<file path="src/rtl/mod6_sequence_checker_pkg.sv">
// mod6_chk_pkg: shared states, default parameters and the successor function for the mod-6 checker.
package mod6_chk_pkg;
    typedef enum logic [1:0] {HUNT, SYNC, LOCKED} state_t;
    localparam int DEF_MODULUS = 6;
    localparam int DEF_WIDTH = 4;
    localparam int DEF_LOCK_RUN = 3;
    localparam int DEF_ERR_W = 8;
    function automatic int next_count(input int v, input int modulus);
        return (v == modulus - 1) ? 0 : v + 1;
    endfunction
endpackage

</file>
<file path="src/rtl/mod6_sequence_checker_successor.sv">
// mod_successor: combinational next(v) and range check for a mod-MODULUS count.
module mod_successor
    import mod6_chk_pkg::*;
#(
    parameter int MODULUS = DEF_MODULUS,
    parameter int WIDTH = DEF_WIDTH
) (
    input  logic [WIDTH-1:0] v,
    output logic [WIDTH-1:0] next,
    output logic             in_range
);
    assign next = WIDTH'(next_count(int'(v), MODULUS));
    assign in_range = int'(v) < MODULUS;
endmodule

</file>
<file path="config.mk">
export PLATFORM = sky130hd
export DESIGN_NAME = mod_successor
export DESIGN_NICKNAME = d
export VERILOG_FILES = /design/src/rtl/mod6_sequence_checker_pkg.sv /design/src/rtl/mod6_sequence_checker_successor.sv
export SDC_FILE = /design/constraint.sdc
export NUM_CORES = 1
export LEC_CHECK = 0
export CORE_AREA = 2 2 39 41
export DETAILED_ROUTE_END_ITERATION = 7
export DIE_AREA = 0 0 41 43
export MAX_ROUTING_LAYER = met4
export PLACE_DENSITY = 0.3
export SYNTH_ARGS = -nofsm -noshare
export SYNTH_HDL_FRONTEND = slang
export SYNTH_SLANG_ARGS = --single-unit
</file>
<file path="constraint.sdc">
create_clock -name vclk -period 0.8
set_input_delay 0.12 -clock vclk [all_inputs]
set_output_delay 0.12 -clock vclk [all_outputs]
set_load 0.03 [all_outputs]
</file>
==> out/summary.log, run 1 <==
qor: global_routing.global_route_wire_length_before_repair 407 um
qor: finish.sequential_cell_total 0
qor: global_routing.sum_of_overflow_across_all_layers_after_global_routing 0
qor: outcome.run_status completed
qor: worst_setup_path.crit_path_start_kind input port
qor: flow_run.maxCapViolations 0
qor: power_and_ir_drop.post-layout-total-power 0.1742 mW
qor: yosys.ys_types 10
qor: finish.post_layout_cell_count 40
qor: global_routing.grt_start_max_net_pins 6
qor: yosys.average_footprint_of_a_synthesized_cell 6.029 um^2
qor: yosys.synth.top_cells.by_area mux2i_1 15%, nand3_2 15%, o21ai_1 15%
qor: drt.detail_route.wl_per_cell 7.775 um
qor: floorplan.design.die.area 1763 um^2
qor: sta.final_period_minus_worst_setup_slack 0.7912 ns
qor: drt.ant_nets 0
qor: worst_setup_path.cell_by_cell_listing_of_the_critical_path buf_8 -> nor2b_4 -> o21ai_2 -> o21ai_2 -> buf_6
qor: global_routing.grt_usage 0.03074
qor: worst_setup_path.endpoint_kind_of_the_worst_setup_timing_path primary output
qor: worst_setup_path.path_buf_inv 2
qor: worst_setup_path.cp_common_cell o21ai_2
qor: finish.num-clock-buffers 0
qor: yosys.synth_top_area_frac 0.1509
qor: worst_setup_path.data_arrival_time_of_the_critical_path 0.67 ns
qor: place.place_inst 40
qor: sta.post-route-period-util 0.9890
qor: place.place_worst_setup_slack -0.4929 ns
qor: floorplan.placementRows 14
qor: finish.fillCellCount 155
qor: worst_setup_path.setup.worst_path.class input port to primary output
qor: drt.wl_met2 111 um
qor: finish.antenna_cells_inserted 0
qor: drt.route.detailed.vias_per_inst 3.125
qor: yosys.ys_warn_count 0
qor: place.dp.final_hpwl 217.2 um
qor: finish.syn2layout_area_growth 273.6%
qor: sta.max_slew_violations 0
qor: yosys.yosysTopAreaCell mux2i_1
qor: power_and_ir_drop.leakage 0.1150 nW
qor: worst_setup_path.worst_path_dominant_cell_family buffers and inverters
qor: hold_path.hp-class input port to primary output
qor: power_and_ir_drop.worst_ir_drop_vdd 266.1 uV
qor: worst_setup_path.worst-path-max-fanout 4
qor: yosys.synth_area 66.31 um^2
qor: floorplan.core_region_area 1384 um^2
qor: sta.worst_pin_slew 0.1394 ns
qor: drt.drt_wl_total 311 um
qor: worst_setup_path.cp_slowest_stage_delay 0.14 ns
qor: sta.layout_setup_ws 0.008816 ns
qor: finish.final_net_count 30
qor: global_routing.first_global_vias 98
qor: floorplan.die_height 43 um
qor: floorplan.die_w 41 um
qor: finish.post_layout_util 0.1790
qor: drt.top_layer met3
qor: worst_setup_path.slowest_cell_on_the_critical_path buf_6
qor: drt.drt_first_pass_iters 1
qor: place.portBuffers 9
qor: drt.wl_met1 158 um
qor: sta.finalSetupViolations 0
qor: global_routing.antenna_found_initial 0
qor: floorplan.initial_core_util 0.04792
qor: finish.final_layout_size_suffix_gt1_frac 0.9583
qor: sta.grt_setup_unrepaired yes
qor: sta.maxClockFrequency 1264 MHz
qor: drt.vias 125
qor: drt.wl_met3 42 um
qor: yosys.synth_nets 15
qor: finish.register_area 0 um^2
qor: clocking.cts.hold.buffers_added 0
qor: drt.first_drt_iteration_drcs 0
qor: sta.final.setup.tns 0 ns
qor: floorplan.top_level_ports 9
qor: power_and_ir_drop.powerDensity 703.2 nW/um^2
qor: yosys.synthesis.instances 11
qor: place.place_congestion 0.5848
qor: sta.max_slew_margin 0.9052
qor: sta.hold_viol_final 0
qor: yosys.yosysSeqAreaShare 0
qor: drt.remaining_drc_errors 0
qor: worst_setup_path.worst-endpoint-required 0.68 ns
## logic make-up after synthesis
family,after synthesis,share of synthesized area
AOI/OAI and AO/OA,4,0.3017
xor gates and xnor gates,1,0.1321
buffers and inverters,2,0.1131
muxes,1,0.1509
and+or+nand+nor,3,0.3019
## layer usage
layer  vias up  track usage
met1        53      0.06032
met2         9      0.03438
met3         0            0
met4         0            0
li1         63            -
met5         -            -
## synthesized netlist by cell type
| library cell | count |
|---|---|
| nand3_2 | 1 |
| nand2_1 | 1 |
| o21ai_0 | 1 |
| nor2b_1 | 1 |
| xnor2_1 | 1 |
| inv_2 | 1 |
| inv_1 | 1 |
| mux2i_1 | 1 |
| o21ai_1 | 2 |
| a21oi_1 | 1 |
## cell usage in the layout (no fill, tap or decap)
master and n:
buf_4 7, buf_6 4, o21ai_2 3, inv_2 2, buf_8 2, mux2i_2 1
nand3_2 1, xnor2_2 1, a21oi_2 1, nand2_1 1, nor2b_4 1
## path summary, 6_finish.rpt
| check | start | endpoint | depth (start not counted) |
|---|---|---|---|
| worst min-delay path | v[3] | in_range | 3 |
| worst max-delay path | v[3] | next[2] | 5 |
## per-stage QoR
step	hold slack, ns	instance area, um^2
6_report	0.4833	247.7
5_1_grt	0.4916	247.7
4_1_cts	0.5085	222.7
3_5_place_dp	0.9730	205.2
3_3_place_gp	0.9757	205.2
2_1_floorplan	0.2998	77.57
## worst min-delay path: stages
cell and delay (ns):
buf_8 0.08, a21oi_2 0.03, buf_6 0.13
## layout make-up
| class | instances | area [um^2] | share of cell area |
|---|---|---|---|
| timing repair buffer | 13 | 127.6 | 0.5151 |
| multi-input combinational | 9 | 92.59 | 0.3737 |
| inverter | 2 | 7.507 | 0.03030 |
| tap | 16 | 20.02 | 0.08081 |
## where the power goes
part | internal, mW | total [mW] | switching, mW | leakage, nW
clock network | 0 | 0 | 0 | 0
logic | 0.0874 | 0.174 | 0.0868 | 0.115
registers | 0 | 0 | 0 | 0
total | 0.0874 | 0.174 | 0.0868 | 0.115
## timing repair
action	CTS	global route
setup buffers	0	0
pin swaps	1	2
endpoints found under the hold margin	0	0
resized for setup	28	8
setup endpoints to repair	5	3
No activity file was read; power rests on OpenSTA's default activity.
==> inputs of run 2 (changes only) <==
--- a/config.mk
+++ b/config.mk
@@ -5,6 +5,7 @@
 export SDC_FILE = /design/constraint.sdc
 export NUM_CORES = 1
 export LEC_CHECK = 0
+export ABC_AREA = 0
 export CORE_AREA = 2 2 39 41
 export DETAILED_ROUTE_END_ITERATION = 7
 export DIE_AREA = 0 0 41 43
==> results of run 2 <==
No change in the layout: final DEF, timing and power equal those of run 1.
